File: src/rtl/hazard_tracker_if.sv
// D-stage hazard fields from the decoder plus the stall/forward controls returned to the datapath.
// The decoder side drives the D fields and the tracker drives the controls.
interface hazard_tracker_if #(
    parameter int CNT_W = 32
);
    logic [4:0]       A1D;
    logic [4:0]       A2D;
    logic [4:0]       A3D;
    logic [1:0]       resOpD;
    logic             Tuse_rs0;
    logic             Tuse_rs1;
    logic             Tuse_rt0;
    logic             Tuse_rt1;
    logic             Tuse_rt2;
    logic             stall;
    logic [1:0]       fwd_rs_d;
    logic [1:0]       fwd_rt_d;
    logic [1:0]       fwd_rs_e;
    logic [1:0]       fwd_rt_e;
    logic             fwd_rt_m;
    logic [CNT_W-1:0] stall_count;

    modport master (
        output A1D, A2D, A3D, resOpD,
        output Tuse_rs0, Tuse_rs1, Tuse_rt0, Tuse_rt1, Tuse_rt2,
        input  stall, fwd_rs_d, fwd_rt_d, fwd_rs_e, fwd_rt_e, fwd_rt_m, stall_count
    );

    modport slave (
        input  A1D, A2D, A3D, resOpD,
        input  Tuse_rs0, Tuse_rs1, Tuse_rt0, Tuse_rt1, Tuse_rt2,
        output stall, fwd_rs_d, fwd_rt_d, fwd_rs_e, fwd_rt_e, fwd_rt_m, stall_count
    );
endinterface

File: src/rtl/hazard_tracker.sv
// Shadow E/M/W copies of the register addresses and result source, driving the D-stage stall,
// every forwarding select of the 5-stage core, and a saturating count of stalled cycles.
module hazard_tracker #(
    parameter int CNT_W = 32
) (
    input logic             clk,
    input logic             reset,
    hazard_tracker_if.slave hz
);
    localparam logic [1:0] OP_NW  = 2'd0;
    localparam logic [1:0] OP_ALU = 2'd1;
    localparam logic [1:0] OP_DM  = 2'd2;
    localparam logic [1:0] OP_PC  = 2'd3;

    logic [4:0]       A1E, A2E, A3E, A2M, A3M, A3W;
    logic [1:0]       resOpE, resOpM, resOpW;
    logic [CNT_W-1:0] stall_cnt;

    logic [1:0] tnew_e, tnew_m;
    logic [1:0] tuse_rs, tuse_rt;
    logic       need_rs, need_rt;
    logic       stall_rs, stall_rt, stall_d;

    always_ff @(posedge clk or posedge reset) begin
        if (reset) begin
            A1E       <= '0;
            A2E       <= '0;
            A3E       <= '0;
            resOpE    <= OP_NW;
            A2M       <= '0;
            A3M       <= '0;
            resOpM    <= OP_NW;
            A3W       <= '0;
            resOpW    <= OP_NW;
            stall_cnt <= '0;
        end else begin
            if (stall_d) begin
                A1E    <= '0;
                A2E    <= '0;
                A3E    <= '0;
                resOpE <= OP_NW;
            end else begin
                A1E    <= hz.A1D;
                A2E    <= hz.A2D;
                A3E    <= hz.A3D;
                resOpE <= hz.resOpD;
            end
            A2M    <= A2E;
            A3M    <= A3E;
            resOpM <= resOpE;
            A3W    <= A3M;
            resOpW <= resOpM;
            if (stall_d && (stall_cnt != {CNT_W{1'b1}}))
                stall_cnt <= stall_cnt + CNT_W'(1);
        end
    end

    always_comb begin
        tnew_e = 2'd0;
        case (resOpE)
            OP_ALU:  tnew_e = 2'd1;
            OP_DM:   tnew_e = 2'd2;
            default: tnew_e = 2'd0;
        endcase
        tnew_m = (resOpM == OP_DM) ? 2'd1 : 2'd0;
    end

    // The earliest stage that needs an operand sets its Tuse; an operand nobody reads never stalls.
    always_comb begin
        need_rs = hz.Tuse_rs0 | hz.Tuse_rs1;
        tuse_rs = hz.Tuse_rs0 ? 2'd0 : 2'd1;
        need_rt = hz.Tuse_rt0 | hz.Tuse_rt1 | hz.Tuse_rt2;
        tuse_rt = hz.Tuse_rt0 ? 2'd0 : (hz.Tuse_rt1 ? 2'd1 : 2'd2);

        stall_rs = need_rs && (hz.A1D != 5'd0) &&
                   (((hz.A1D == A3E) && (tuse_rs < tnew_e)) ||
                    ((hz.A1D == A3M) && (tuse_rs < tnew_m)));
        stall_rt = need_rt && (hz.A2D != 5'd0) &&
                   (((hz.A2D == A3E) && (tuse_rt < tnew_e)) ||
                    ((hz.A2D == A3M) && (tuse_rt < tnew_m)));
        stall_d  = stall_rs | stall_rt;
    end

    // A younger writer whose value is not ready yet masks older matches; stall covers that case.
    function automatic logic [1:0] sel_from_m(input logic [4:0] a);
        if ((a == A3M) && (resOpM != OP_NW))
            return (resOpM == OP_DM) ? 2'd0 : 2'd2;
        else if ((a == A3W) && (resOpW != OP_NW))
            return 2'd3;
        else
            return 2'd0;
    endfunction

    function automatic logic [1:0] sel_from_e(input logic [4:0] a);
        if (a == 5'd0)
            return 2'd0;
        else if ((a == A3E) && (resOpE != OP_NW))
            return (resOpE == OP_PC) ? 2'd1 : 2'd0;
        else
            return sel_from_m(a);
    endfunction

    always_comb begin
        hz.stall       = stall_d;
        hz.fwd_rs_d    = sel_from_e(hz.A1D);
        hz.fwd_rt_d    = sel_from_e(hz.A2D);
        hz.fwd_rs_e    = (A1E == 5'd0) ? 2'd0 : sel_from_m(A1E);
        hz.fwd_rt_e    = (A2E == 5'd0) ? 2'd0 : sel_from_m(A2E);
        hz.fwd_rt_m    = (A2M != 5'd0) && (A2M == A3W) && (resOpW != OP_NW);
        hz.stall_count = stall_cnt;
    end
endmodule

File: src/flat_wrapper.sv
// flat-port wrapper written by rule: the top's interface ports become plain ports
module hazard_tracker_flat 
#(
    parameter int CNT_W = 32
)
  (clk, reset, hz_A1D, hz_A2D, hz_A3D, hz_resOpD, hz_Tuse_rs0, hz_Tuse_rs1, hz_Tuse_rt0, hz_Tuse_rt1, hz_Tuse_rt2, hz_stall, hz_fwd_rs_d, hz_fwd_rt_d, hz_fwd_rs_e, hz_fwd_rt_e, hz_fwd_rt_m, hz_stall_count);
  hazard_tracker_if #(.CNT_W(CNT_W)) hz_i ();
  input logic clk;
  input logic reset;
  input wire logic [$bits(hz_i.A1D)-1:0] hz_A1D;
  input wire logic [$bits(hz_i.A2D)-1:0] hz_A2D;
  input wire logic [$bits(hz_i.A3D)-1:0] hz_A3D;
  input wire logic [$bits(hz_i.resOpD)-1:0] hz_resOpD;
  input wire logic [$bits(hz_i.Tuse_rs0)-1:0] hz_Tuse_rs0;
  input wire logic [$bits(hz_i.Tuse_rs1)-1:0] hz_Tuse_rs1;
  input wire logic [$bits(hz_i.Tuse_rt0)-1:0] hz_Tuse_rt0;
  input wire logic [$bits(hz_i.Tuse_rt1)-1:0] hz_Tuse_rt1;
  input wire logic [$bits(hz_i.Tuse_rt2)-1:0] hz_Tuse_rt2;
  output wire logic [$bits(hz_i.stall)-1:0] hz_stall;
  output wire logic [$bits(hz_i.fwd_rs_d)-1:0] hz_fwd_rs_d;
  output wire logic [$bits(hz_i.fwd_rt_d)-1:0] hz_fwd_rt_d;
  output wire logic [$bits(hz_i.fwd_rs_e)-1:0] hz_fwd_rs_e;
  output wire logic [$bits(hz_i.fwd_rt_e)-1:0] hz_fwd_rt_e;
  output wire logic [$bits(hz_i.fwd_rt_m)-1:0] hz_fwd_rt_m;
  output wire logic [$bits(hz_i.stall_count)-1:0] hz_stall_count;
  assign hz_i.A1D = hz_A1D;
  assign hz_i.A2D = hz_A2D;
  assign hz_i.A3D = hz_A3D;
  assign hz_i.resOpD = hz_resOpD;
  assign hz_i.Tuse_rs0 = hz_Tuse_rs0;
  assign hz_i.Tuse_rs1 = hz_Tuse_rs1;
  assign hz_i.Tuse_rt0 = hz_Tuse_rt0;
  assign hz_i.Tuse_rt1 = hz_Tuse_rt1;
  assign hz_i.Tuse_rt2 = hz_Tuse_rt2;
  assign hz_stall = hz_i.stall;
  assign hz_fwd_rs_d = hz_i.fwd_rs_d;
  assign hz_fwd_rt_d = hz_i.fwd_rt_d;
  assign hz_fwd_rs_e = hz_i.fwd_rs_e;
  assign hz_fwd_rt_e = hz_i.fwd_rt_e;
  assign hz_fwd_rt_m = hz_i.fwd_rt_m;
  assign hz_stall_count = hz_i.stall_count;
  hazard_tracker #(.CNT_W(CNT_W)) u_core (.clk(clk), .reset(reset), .hz(hz_i));
endmodule
File: config.mk
export PLATFORM = sky130hd
export DESIGN_NAME = hazard_tracker_flat
export DESIGN_NICKNAME = d
export VERILOG_FILES = /design/src/rtl/hazard_tracker_if.sv /design/src/rtl/hazard_tracker.sv /design/src/flat_wrapper.sv
export SDC_FILE = /design/constraint.sdc
export NUM_CORES = 1
export LEC_CHECK = 0
export ABC_AREA = 1
export BUFFER_PORTS_ARGS = -buffer_cell sky130_fd_sc_hd__buf_2
export CORE_ASPECT_RATIO = 0.7
export CORE_MARGIN = 2
export CORE_UTILIZATION = 30
export CTS_CLUSTER_DIAMETER = 60
export DETAILED_ROUTE_END_ITERATION = 10
export GPL_TIMING_DRIVEN = 0
export PLACE_DENSITY = 0.59
export SYNTH_ARGS = -nofsm -noshare
export SYNTH_HDL_FRONTEND = slang
export SYNTH_SLANG_ARGS = --single-unit
File: constraint.sdc
create_clock -name clk -period 1.9 [get_ports clk]
set_input_delay 0.19 -clock clk [delete_from_list [all_inputs] [get_ports clk]]
set_output_delay 0.19 -clock clk [all_outputs]
set_load 0.005 [all_outputs]
==> metrics <==
Vias/cell=4.690; Pwr Total=3.804 mW; Switching Power=1.053 mW; DP HPWL=9871 microns; vias in the first global route=3813; LEAKAGE=2.806 nW; Comb power frac=16.0%; Clock transition at path regs=0.05 ns; Via Count=4174; synthesized instance count=604; Worst Slack Setup Final=-0.01998 ns; Max Freq=520.8 MHz; Synth area leaders=dfrtp_1, nand2_1, nor2_1; Die ar.=15160 sq um; WS Path Type=register to output port; max incr delay on CP=0.45 ns; # clock sinks=68; Clock Latency Late Sink=0.32 ns; global routing met2 resource utilization=22.24%; Flop pwr share=43.1%; row count=36; Worst-Margin Slew=0.7771 ns; clock network fraction of total power=40.9%; power per cell area=696.5 nW/um^2; Synth top cells by count=nand2_1, nor2_1, inv_1; GRT Total Usage=17.59%; largest delay contributor family on the critical path=flip-flops; largest net degree at the start of global routing=37; initial DRC count=277; initial antenna violation count=0; Synthesized Nets=629; top-area cell type share of the netlist area=40.00%; share of layout cells above drive strength 1=25.86%; Slew Viols, Final=0; WP buf/inv=2; n_diodes=0; drt drc=0; PortBufs=64; final worst-path cycle share=101.1%; ys flop type=dfrtp_1; register area share after synthesis=40.00%; failing checks=negative setup slack; Yosys cell types=35; nets@finish=722; Pint=2.751 mW; final setup vio count=1; CP endpoint kind=output port; busiest layer in global routing=met1; crit-path cells=buf_4 -> xor2_1 -> a211oi_1 -> nand3_1 -> a21oi_2 -> nand2b_1 -> buf_2; Die H=103.6 microns; most numerous cell in the Yosys netlist=nand2_1; CP Data Required Time=1.71 ns; TritonCTS buffer count=9; critical path arrival=1.73 ns; EDFF count, synth=0; htree depth=3; final WL=12940 microns; chip width=146.3 microns; switching part of the total=27.67%; MaxCap Viol Count=0; wire per inst=14.54 microns; status=finished, violations left; Synth warnings=0; CTS max path bufs=2; core area=13870 sq um; dominant cell type by area after synthesis=dfrtp_1; met3 Use GR=3.568%; Yosys reg bits=68; DR pass1 iterations=5; HP Class=input port to asynchronous set/reset pin; GR Util met1=29.56%; I/O pin count=66; Root Driver=clkbuf_16; Critical-path top delay cell=dfrtp_2; clock tree from TritonCTS=built; Fin. Hold Viols=0; Syn Area/Cell=7.043 sq um; area grow syn2layout=28.38%; clk_skew=0.009625 ns; Placer Congestion=0.9121; unrepaired setup endpoints after global routing=yes; Max-slew headroom=48.08%; post-route cell area=5461 sq um; pre-CTS setup slack=-0.08264 ns; Initial Util=30.66%; dpl cell area=4836 sq um; synthesized area=4254 sq um; Fill cells=1528; Period minus WS final=1.920 ns; CP startpoint kind=register; global-route wire length before repair=21080 microns; CP Max Fanout=5; worst vdd ir=0.0004212 V; Final ANT Viol Nets=0; GRT overflow=0; Post-synth ARST share=100.0%
[layout by cell type, fill, tap and decap left out, types with 2 or more instances in the layout]
| cell type | count |
|---|---|
| a21oi_1 | 6 |
| a21oi_2 | 5 |
| and3_1 | 4 |
| buf_2 | 65 |
| buf_4 | 19 |
| buf_6 | 8 |
| clkbuf_16 | 9 |
| clkbuf_8 | 3 |
| clkinv_2 | 2 |
| dfrtp_1 | 55 |
| dfrtp_2 | 13 |
| inv_1 | 63 |
| inv_2 | 7 |
| inv_4 | 3 |
| nand2_1 | 187 |
| nand2_2 | 6 |
| nand2_4 | 2 |
| nand3_1 | 47 |
| nand3_4 | 2 |
| nand3b_1 | 2 |
| nand4_1 | 13 |
| nor2_1 | 72 |
| nor2_2 | 12 |
| nor2_4 | 5 |
| nor3_1 | 10 |
| nor3_2 | 7 |
| o21ai_0 | 6 |
| o21ai_1 | 2 |
| o221ai_1 | 2 |
| o22ai_1 | 6 |
| xnor2_1 | 13 |
| xnor2_2 | 2 |
| xor2_1 | 26 |
[per-layer routing]
| layer | share of wire [%] | up-vias |
|---|---|---|
| li1 | - | 2093 |
| met1 | 56 | 1949 |
| met2 | 37 | 130 |
| met3 | 7.1 | 2 |
| met4 | 0.34 | 0 |
| met5 | 0 | - |
[stage by stage]
stage               util (%)  cells  hold slack, ns  setup TNS (ns)
global placement       34.71    858          0.4016         -0.1596
CTS                    37.73    881         0.04329         -0.1818
global route           39.37    890         0.06048          -1.084
floorplan                  -    604          0.2962               0
detailed placement     34.86    859          0.3883         -0.1648
finish                 39.37    890        0.002634        -0.01998
[worst paths after layout]
path / from / to / slack (ns) / depth (start not counted)
setup / recovery: u_core.A3W[0] / hz_fwd_rt_e[1] / -0.02 / 7
hold / removal: reset / u_core.hz.stall_count[18] / 0.003 / 2
setup reg to reg: u_core.hz.stall_count[9] / u_core.hz.stall_count[3] / 0.09 / 9
hold reg to reg: u_core.A3E[2] / u_core.A3M[2] / 0.42 / 0
max in group asynchronous: reset / u_core.A3W[4] / 1.26 / 3
min in group clk: hz_resOpD[0] / u_core.resOpE[0] / 0.07 / 3
[what timing repair did]
item,in CTS,in global routing
hold buffers,0,0
buffers inserted,9,9
resized for setup,27,47
cloned,0,0
pin swaps,5,17
endpoints found under the setup margin,15,44
endpoints found under the hold margin,0,0
[area by class of cell]
cell class | instances | area [sq um] | area share (%)
Buffer | 11 | 96.34 | 1.764
Clock buffer | 12 | 266.5 | 4.880
Clock inverter | 2 | 10.01 | 0.1833
Inverter | 74 | 289.0 | 5.292
Multi-Input combinational cell | 450 | 2357 | 43.16
Sequential cell | 68 | 1718 | 31.45
Tap cell | 190 | 237.7 | 4.353
Timing Repair Buffer | 83 | 486.7 | 8.912
[power groups by stage]
stage / clock (mW) / combinational (mW) / sequential, mW
2_1_floorplan: 0 / 0.314 / 1.63
3_3_place_gp: 0 / 0.473 / 1.66
3_5_place_dp: 0 / 0.481 / 1.66
4_1_cts: 1.60 / 0.540 / 1.63
5_1_grt: 1.67 / 0.685 / 1.65
6_report: 1.56 / 0.609 / 1.64
[flip-flops by register name (all words and copies together) (netlist names)]
signal / flops
u_core.hz.stall_count: 32
u_core.A2M: 5
u_core.A3M: 5
u_core.resOpW: 2
u_core.A2E: 5
u_core.A3E: 5
u_core.resOpE: 2
u_core.resOpM: 2
u_core.A1E: 5
u_core.A3W: 5
[cells by family (layout without fill, tap and decap cells)]
family | after synthesis | after routing | synth area share (%)
flip-flops | 68 | 68 | 40.00
AO/OA/AOI/OAI | 33 | 33 | 4.529
XOR/XNOR | 41 | 41 | 8.441
adder cells (fa/ha/maj) | 1 | 1 | 0.2941
AND/OR/NAND/NOR | 375 | 375 | 38.00
buffers and inverters | 86 | 182 | 8.735
(Power assumes the default switching activity.)
